### src/rtl/morse_key_pkg.sv
// Shared definitions for the Morse keypad controller: buffer depth, key codes
// and FSM state encoding.
// Imported by morse_key_ctrl; no ports.
package morse_key_pkg;

    localparam int MAX_SYM = 5;

    localparam logic [3:0] KEY_DOT    = 4'h1;
    localparam logic [3:0] KEY_DASH   = 4'h2;
    localparam logic [3:0] KEY_BS     = 4'hE;
    localparam logic [3:0] KEY_SUBMIT = 4'hF;
    localparam logic [3:0] KEY_CLR    = 4'hD;

    typedef enum logic [1:0] {
        ST_IDLE    = 2'd0,
        ST_COLLECT = 2'd1,
        ST_OUTPUT  = 2'd2
    } state_e;

endpackage

### src/rtl/key_sync_edge.sv
// 2-flop synchronizer for the scanner's key flag plus a rising-edge pulse.
// Ports: clk, rst (async, active-high), flag_in (foreign domain), rise (1-cycle pulse, clk domain).
// The detector only arms after a real low sample, so a flag already high at reset release is ignored.
module key_sync_edge (
    input  logic clk,
    input  logic rst,
    input  logic flag_in,
    output logic rise
);

    logic s1_q, s2_q, s3_q;
    logic v1_q, v2_q;        // marks when s2_q holds a genuine post-reset sample
    logic armed_q, armed_d;

    always_comb begin
        armed_d = armed_q | (v2_q & ~s2_q);
    end

    always_ff @(posedge clk or posedge rst) begin
        if (rst) begin
            s1_q    <= 1'b0;
            s2_q    <= 1'b0;
            s3_q    <= 1'b0;
            v1_q    <= 1'b0;
            v2_q    <= 1'b0;
            armed_q <= 1'b0;
        end else begin
            s1_q    <= flag_in;
            s2_q    <= s1_q;
            s3_q    <= s2_q;
            v1_q    <= 1'b1;
            v2_q    <= v1_q;
            armed_q <= armed_d;
        end
    end

    assign rise = armed_q & s2_q & ~s3_q;

endmodule

### src/rtl/morse_key_ctrl.sv
// Morse keypad controller: builds a dot/dash buffer from key presses and hands it off by valid/ready.
// Ports: clk, rst, key_pressed_flag/keyboard_val (scanner), code_valid/code_ready/code_bits/code_len
// (output word), sym_count (display), err_ovf/key_drop (1-cycle event pulses).
module morse_key_ctrl
    import morse_key_pkg::*;
#(
    parameter int TIMEOUT_CYC = 50_000_000,
    parameter int TW          = 26
) (
    input  logic       clk,
    input  logic       rst,
    input  logic       key_pressed_flag,
    input  logic [3:0] keyboard_val,
    output logic       code_valid,
    input  logic       code_ready,
    output logic [4:0] code_bits,
    output logic [2:0] code_len,
    output logic [2:0] sym_count,
    output logic       err_ovf,
    output logic       key_drop
);

    localparam logic [TW-1:0] TO_LAST = TW'(TIMEOUT_CYC - 1);
    localparam logic [2:0]    LEN_MAX = 3'(MAX_SYM);

    logic key_ev;

    key_sync_edge u_sync (
        .clk     (clk),
        .rst     (rst),
        .flag_in (key_pressed_flag),
        .rise    (key_ev)
    );

    state_e        state_q, state_d;
    logic [4:0]    bits_q, bits_d;
    logic [2:0]    len_q, len_d;
    logic [TW-1:0] cnt_q, cnt_d;
    logic          err_q, err_d;
    logic          drop_q, drop_d;
    logic          vld_q, vld_d;
    logic [4:0]    obits_q, obits_d;
    logic [2:0]    olen_q, olen_d;
    logic          do_submit;

    always_comb begin
        state_d   = state_q;
        bits_d    = bits_q;
        len_d     = len_q;
        cnt_d     = '0;
        err_d     = 1'b0;
        drop_d    = 1'b0;
        do_submit = 1'b0;

        case (state_q)
            ST_OUTPUT: begin
                drop_d = key_ev;
                if (code_ready) begin
                    bits_d  = '0;
                    len_d   = '0;
                    state_d = ST_IDLE;
                end
            end
            default: begin
                if (key_ev) begin
                    // Any event, even an ignored code, restarts the idle timer and
                    // takes priority over a timeout landing in the same cycle.
                    case (keyboard_val)
                        KEY_DOT, KEY_DASH: begin
                            if (len_q == LEN_MAX) begin
                                err_d = 1'b1;
                            end else begin
                                bits_d[len_q] = (keyboard_val == KEY_DASH);
                                len_d         = len_q + 3'd1;
                                state_d       = ST_COLLECT;
                            end
                        end
                        KEY_BS: begin
                            if (len_q != 3'd0) begin
                                bits_d[len_q - 3'd1] = 1'b0;
                                len_d                = len_q - 3'd1;
                                if (len_q == 3'd1) state_d = ST_IDLE;
                            end
                        end
                        KEY_CLR: begin
                            bits_d  = '0;
                            len_d   = '0;
                            state_d = ST_IDLE;
                        end
                        KEY_SUBMIT: begin
                            do_submit = (state_q == ST_COLLECT);
                        end
                        default: ;
                    endcase
                end else if (state_q == ST_COLLECT) begin
                    if (cnt_q == TO_LAST) do_submit = 1'b1;
                    else                  cnt_d     = cnt_q + TW'(1);
                end
                if (do_submit) state_d = ST_OUTPUT;
            end
        endcase

        // Output word is registered and forced to zero outside OUTPUT.
        vld_d   = (state_d == ST_OUTPUT);
        obits_d = vld_d ? bits_d : 5'd0;
        olen_d  = vld_d ? len_d  : 3'd0;
    end

    always_ff @(posedge clk or posedge rst) begin
        if (rst) begin
            state_q <= ST_IDLE;
            bits_q  <= '0;
            len_q   <= '0;
            cnt_q   <= '0;
            err_q   <= 1'b0;
            drop_q  <= 1'b0;
            vld_q   <= 1'b0;
            obits_q <= '0;
            olen_q  <= '0;
        end else begin
            state_q <= state_d;
            bits_q  <= bits_d;
            len_q   <= len_d;
            cnt_q   <= cnt_d;
            err_q   <= err_d;
            drop_q  <= drop_d;
            vld_q   <= vld_d;
            obits_q <= obits_d;
            olen_q  <= olen_d;
        end
    end

    assign code_valid = vld_q;
    assign code_bits  = obits_q;
    assign code_len   = olen_q;
    assign sym_count  = len_q;
    assign err_ovf    = err_q;
    assign key_drop   = drop_q;

endmodule

### config.mk
export PLATFORM = sky130hd
export DESIGN_NAME = morse_key_ctrl
export DESIGN_NICKNAME = d
export VERILOG_FILES = /design/src/rtl/morse_key_pkg.sv /design/src/rtl/key_sync_edge.sv /design/src/rtl/morse_key_ctrl.sv
export SDC_FILE = /design/constraint.sdc
export NUM_CORES = 1
export LEC_CHECK = 0
export BUFFER_PORTS_ARGS = -buffer_cell sky130_fd_sc_hd__buf_4
export CORE_MARGIN = 1.5
export CORE_UTILIZATION = 59
export DETAILED_ROUTE_END_ITERATION = 6
export PLACE_DENSITY = 0.79
export SKIP_LAST_GASP = 1
export SLEW_MARGIN = 5
export SYNTH_ARGS = -nofsm -noshare
export SYNTH_HDL_FRONTEND = slang
export SYNTH_SLANG_ARGS = --single-unit
### constraint.sdc
create_clock -name clk -period 2.56 [get_ports clk]
set_input_delay 0.256 -clock clk [delete_from_list [all_inputs] [get_ports clk]]
set_output_delay 0.256 -clock clk [all_outputs]
set_load 0.02 [all_outputs]
Yosys cells after proc, flatten, opt, wreduce, memory -nomap -nowiden

Index checks and enable logic that the tools add are counted.

Input bits: 8
Register bits after elaboration: 53
Logic and storage cells: 86
Output and inout port bits: 14

Equality and inequality tests: 11
Bitwise logic cells: 8
Order comparisons: 4
Reductions and logical operators: 4
Add/subtract/negate cells: 3
Mux-type cells: 41

Operator list:

| operator              | number |
|---|---|
| $mux 26               | 4 |
| $mux 5                | 6 |
| $add 26x1->26 const B | 1 |
| $eq 26x26->1 const B  | 1 |
| $mux 3                | 6 |
| $pmux 5 s3            | 1 |
| $mux 2                | 7 |
| $eq 4x4->1 const B    | 3 |
| $mux 1                | 12 |
| $pmux 3 s3            | 1 |
| $lt 3x4->1 const B    | 2 |
| $demux 1 s3           | 2 |
| $ge 3x1->1 const B    | 2 |
| $pmux 2 s3            | 1 |
| $and 5x5->5           | 1 |
| $bwmux 5              | 1 |
| $not 5->5             | 1 |
| $eq 2x2->1 const B    | 2 |
| $eq 4x1->1 const B    | 1 |
| $eq 4x2->1 const B    | 1 |
| $add 3x1->3 const B   | 1 |
| $and 1x1->1           | 3 |
| $eq 3x1->1 const B    | 1 |
| $eq 3x3->1 const B    | 1 |
| 7 further kinds       | 9 |

Logic depth before layout (Yosys ltp)

Depth in word-level cells: 12
Gate-level depth with buffers: 8
Mapped depth without buffers: 7

Modules after synthesis

A second synthesis with hierarchy kept.

Cells, all modules: 273
Area total of the unflattened synthesis: 2703.8 sq um

Modules (own cells, without submodules):

| module         | area each (sq um) | seq. area each (sq um) | cells an instance | instances |
|---|---|---|---|---|
| morse_key_ctrl | 2527.4            | 1176.1                 | 261               | 1 |
| key_sync_edge  | 176.4             | 150.1                  | 12                | 1 |

Worst setup path before layout

No wires, ideal clock.

Path kind: register to register
From: register len_q[0], in the netlist sym_count[0]
To: register obits_q[2], in the netlist code_bits[2]
Stages on the path, launching flop included: 9
Data arrival time: 2288 ps
Clock period less this slack: 2431 ps
Path slack: 129 ps
Cell sequence: dfrtp_1 clkbuf_1 inv_1 ha_1 or3_1 a21oi_1 a21oi_1 o311ai_0 a211oi_2

Cells in the longest elaborated chain, start to end: 12
Elaborated cells on any way between the ends: 31
Those cells by class: add/sub (1); order compare (4); eq/ne (3); mux (18); bitwise (2); reduce/logical (3)

Ends and longest elaborated chain:

| element                                                        | line                  | text |
|---|---|---|
| start: declaration                                             | morse_key_ctrl.sv:37  | `logic [2:0] len_q, len_d;` |
| start signal: assignment                                       | morse_key_ctrl.sv:123 | `len_q <= len_d;` |
| $sub 3x1->3                                                    | morse_key_ctrl.sv:80  | `bits_d[len_q - 3'd1] = 1'b0;` |
| $lt 3x4->1 (implied by the code) or $ge 3x1->1 (tied branches) | morse_key_ctrl.sv:80  |  |
| $logic_and 1x1->1 (implied by the code)                        | morse_key_ctrl.sv:80  |  |
| $mux 1 (implied by the code)                                   | morse_key_ctrl.sv:80  |  |
| $demux 1 s3                                                    | morse_key_ctrl.sv:80  |  |
| $not 5->5 (no source line)                                     | n/a                   |  |
| $and 5x5->5 (no source line)                                   | n/a                   |  |
| $mux 5                                                         | morse_key_ctrl.sv:79  | `if (len_q != 3'd0) begin` |
| $pmux 5 s3                                                     | morse_key_ctrl.sv:68  | `case (keyboard_val)` |
| $mux 5                                                         | morse_key_ctrl.sv:65  | `if (key_ev) begin` |
| $mux 5                                                         | morse_key_ctrl.sv:55  | `case (state_q)` |
| $mux 5 *                                                       | morse_key_ctrl.sv:105 | `obits_d = vld_d ? bits_d : 5'd0;` |
| named net obits_d[2]                                           | morse_key_ctrl.sv:42  | `logic [4:0] obits_q, obits_d;` |
| end signal: assignment                                         | morse_key_ctrl.sv:128 | `obits_q <= obits_d;` |
| end: declaration                                               | morse_key_ctrl.sv:42  |  |

The timed path passes the listed nets; every way through them passes the cells marked *.

Worst setup path in the final report

Ends and elaborated chain as after synthesis.

==> flow_summary.toml <==
[run_status]
status = "finished, final reports clean"

[setup_path]
worst-path-max-fanout = 9
max_stage_delay_ns = 0.52
crit_type = "reg -> reg"
path_cells = "inv_1, ha_1, or3_1, a21oi_1, a21oi_1, o311ai_0, a211oi_2"
r2r-start = "sym_count[0]"
r2r_slack_ns = 0.22
ff2ff_path_depth = 7
slowest_stage = "o311ai_0"
cp-start-kind = "flip-flop"
worstPathArrival_ns = 2.52
cp_common_cell = "a21oi_1"
cp.required_ns = 2.73
reg2reg_to = "code_bits[2]"
end_kind = "flip-flop"

[yosys]
synth_xor_area_share_pct = 8.74
synth_top_family_by_area = "simple AND/OR/NAND/NOR gates"
ys_ff_latch = 53
yosysMostFrequentCell = "dfrtp_1"
synth-seq-area-share_pct = 47.5
synth_fa_ha_area_share_pct = 2.24
synth_area_leaders = "dfrtp_1, xnor2_1, nor2_1, nand2_1, ha_1"
synth_simple_gate_area_share_pct = 25.5
synth-main-ff-cell = "dfrtp_1"
yosysUniqueCellTypes = 55
netlist_instances = 281
synth-edff-count = 0
syn_nets = 294
synth_area_um2 = 2790
avgSynthCellArea_um2 = 9.93
synthMuxAreaShare_pct = 0.717
synth_compound_area_share_pct = 11.5
synth_common_cells = "dfrtp_1, nor2_1, nand2_1"
synth-async-reset-ratio_pct = 100
synth_top_area_share_pct = 47.5
yosysWarnings = 0
yosys.area.top_type = "dfrtp_1"

[drt]
vias = 2117
finalWirelength_um = 5730
met3_length_um = 259
initialDrtViolationCount = 175
top_layer = "met4"
wire_per_inst_um = 16.1
via_per_inst = 5.95
antenna_left = 0
drt-met1-wl_um = 2490
drc_errors = 0
wl_met2_um = 2860
drt-pass1-iter-count = 5

[sta]
max_slew_margin_pct = 63.8
maxSlewViolCount = 0
post-route-min-period_ns = 2.34
period_share_pct = 91.5
setup_violations = 0
rsz0062_at_grt = "false"
finClkSkew_ns = 0.00614
tightest_slew_ns = 0.537
fmax_mhz = 427
hold_viol_final = 0
tns_ns = 0

[cells_and_area]
final_nets = 317
drive_above_1_share_pct = 15.8
antenna_cells = 0
regArea_um2 = 1330
multi_input_area_um2 = 1360
layoutNonFillerInstCount = 356
final_area_um2 = 3100
syn2layout_area_growth_pct = 11.0
n_fill_cell = 333

[hold_path]
holdPathEnd = "u_sync.s1_q"
hp-class = "in -> reg"
hold_depth = 1
hold_start = "key_pressed_flag"

[global_routing]
grt-ovfl-total = 0
track_usage_pct = 24.7
antenna_found_initial = 0
grt_pass1_wl_um = 9730
grt_pass1_vias = 2133
grt_max_degree = 26

[flow_run]
maxCapViolations = 0

[clocking]
tritoncts = "done"
cts_num_sinks = 53
cts.path.max_buffers = 2
htree_levels = 2
cts_buffers = 5
cts_resized = 0
cts.clk_slew.worst_paths_ns = 0.09
clock_latency_ns = 0.31
root_buffer = "clkbuf_8"

[die]
fp.dieH_um = 71.8
start_util_pct = 62.8
ios = 22
die_x_um = 71.8
core_um2 = 4440
rows = 24
die_area_um2 = 5150

[power]
power_density_nw_per_um2 = 533
p_leak_nw = 1.32
vdd_drop_max_mv = 0.379

[placement]
place_area_um2 = 3000
placed_cells = 348
hpwlAfterDp_um = 4040
port-buffer-count = 21
place.gp.congestion = 0.900
critical path, delay by kind of cell (launching register included):
family,cells,cell delay (ns)
AOI/OAI and AO/OA,4,0.90
DFF,1,0.50
and+or+nand+nor,1,0.40
buffers and inverters,1,0.13
adders and majority gates,1,0.29
metal layers:
layer	GRT usage (%)	up-vias
li1	-	1043
met1	30.4	1004
met2	41.5	60
met3	5.49	10
met4	11.1	0
met5	0	-
per-stage QoR:
stage / power (mW) / setup WS [ns] / util (%) / hold slack (ns)
6_report: 1.65 / 0.218 / 69.7 / 0.0532
3_3_place_gp: 1.18 / 0.391 / 67.5 / 0.272
5_1_grt: 1.72 / 0.0971 / 69.7 / 0.0390
3_5_place_dp: 1.19 / 0.299 / 67.5 / 0.281
2_1_floorplan: 1.11 / 0.129 / - / 0.287
4_1_cts: 1.67 / 0.246 / 69.7 / 0.0417
state kept, by name, summed over array words and instances (netlist names):
signal / count
code_len: 3
u_sync.v2_q: 1
bits_q: 5
cnt_q: 26
key_drop: 1
code_valid: 1
u_sync.s2_q: 1
sym_count: 3
u_sync.s3_q: 1
u_sync.armed_q: 1
u_sync.s1_q: 1
u_sync.v1_q: 1
err_ovf: 1
code_bits: 5
state_q: 2
power by group:
part / internal, mW / switching [mW]
registers: 0.869 / 0.0257
logic: 0.105 / 0.177
clock network: 0.215 / 0.259
layout by cell type (no fill, tap or decap), types with 7 or more instances in the layout:
cell type,n
nor4_1,7
nand4_1,8
xnor2_1,21
nor2_1,36
dfrtp_1,53
buf_4,26
inv_1,13
nand3_1,12
nand2_1,22
nor3_1,9
what timing repair did:
item / CTS / global route
hold endpoints to repair: 18 / 0
hold buffers: 1 / 0
buffers inserted: 0 / 0
cell type report:
class	instances	share of cell area, %
Inverter	14	1.70
Multi-Input combinational cell	203	44.0
Sequential cell	53	42.8
Clock buffer	7	2.79
Tap cell	52	2.10
Timing Repair Buffer	27	6.62
worst max-delay path by stage:
| stage | to | slack [ns] | cells after the start | startpoint |
|---|---|---|---|---|
| finish | code_bits[2] | 0.22 | 7 | sym_count[0] |
| global route | code_bits[2] | 0.1 | 7 | sym_count[0] |
| CTS | code_bits[2] | 0.25 | 7 | sym_count[0] |
| detailed placement | code_bits[2] | 0.30 | 7 | sym_count[0] |
| global placement | code_bits[2] | 0.39 | 7 | sym_count[0] |
| floorplan | code_bits[2] | 0.13 | 8 | sym_count[0] |
kinds of logic (layout without fill, tap and decap cells):
| family | after synthesis | count (layout) |
|---|---|---|
| multiplexers | 2 | 2 |
| flip-flops | 53 | 53 |
| adder cells (fa/ha/maj) | 5 | 5 |
| AND/OR/NAND/NOR | 131 | 131 |
| buffers and inverters | 25 | 48 |
| XOR/XNOR | 27 | 27 |
| AO/OA/AOI/OAI | 37 | 37 |
| other | 1 | 1 |
Note: power is estimated with default switching activity, not from simulation.
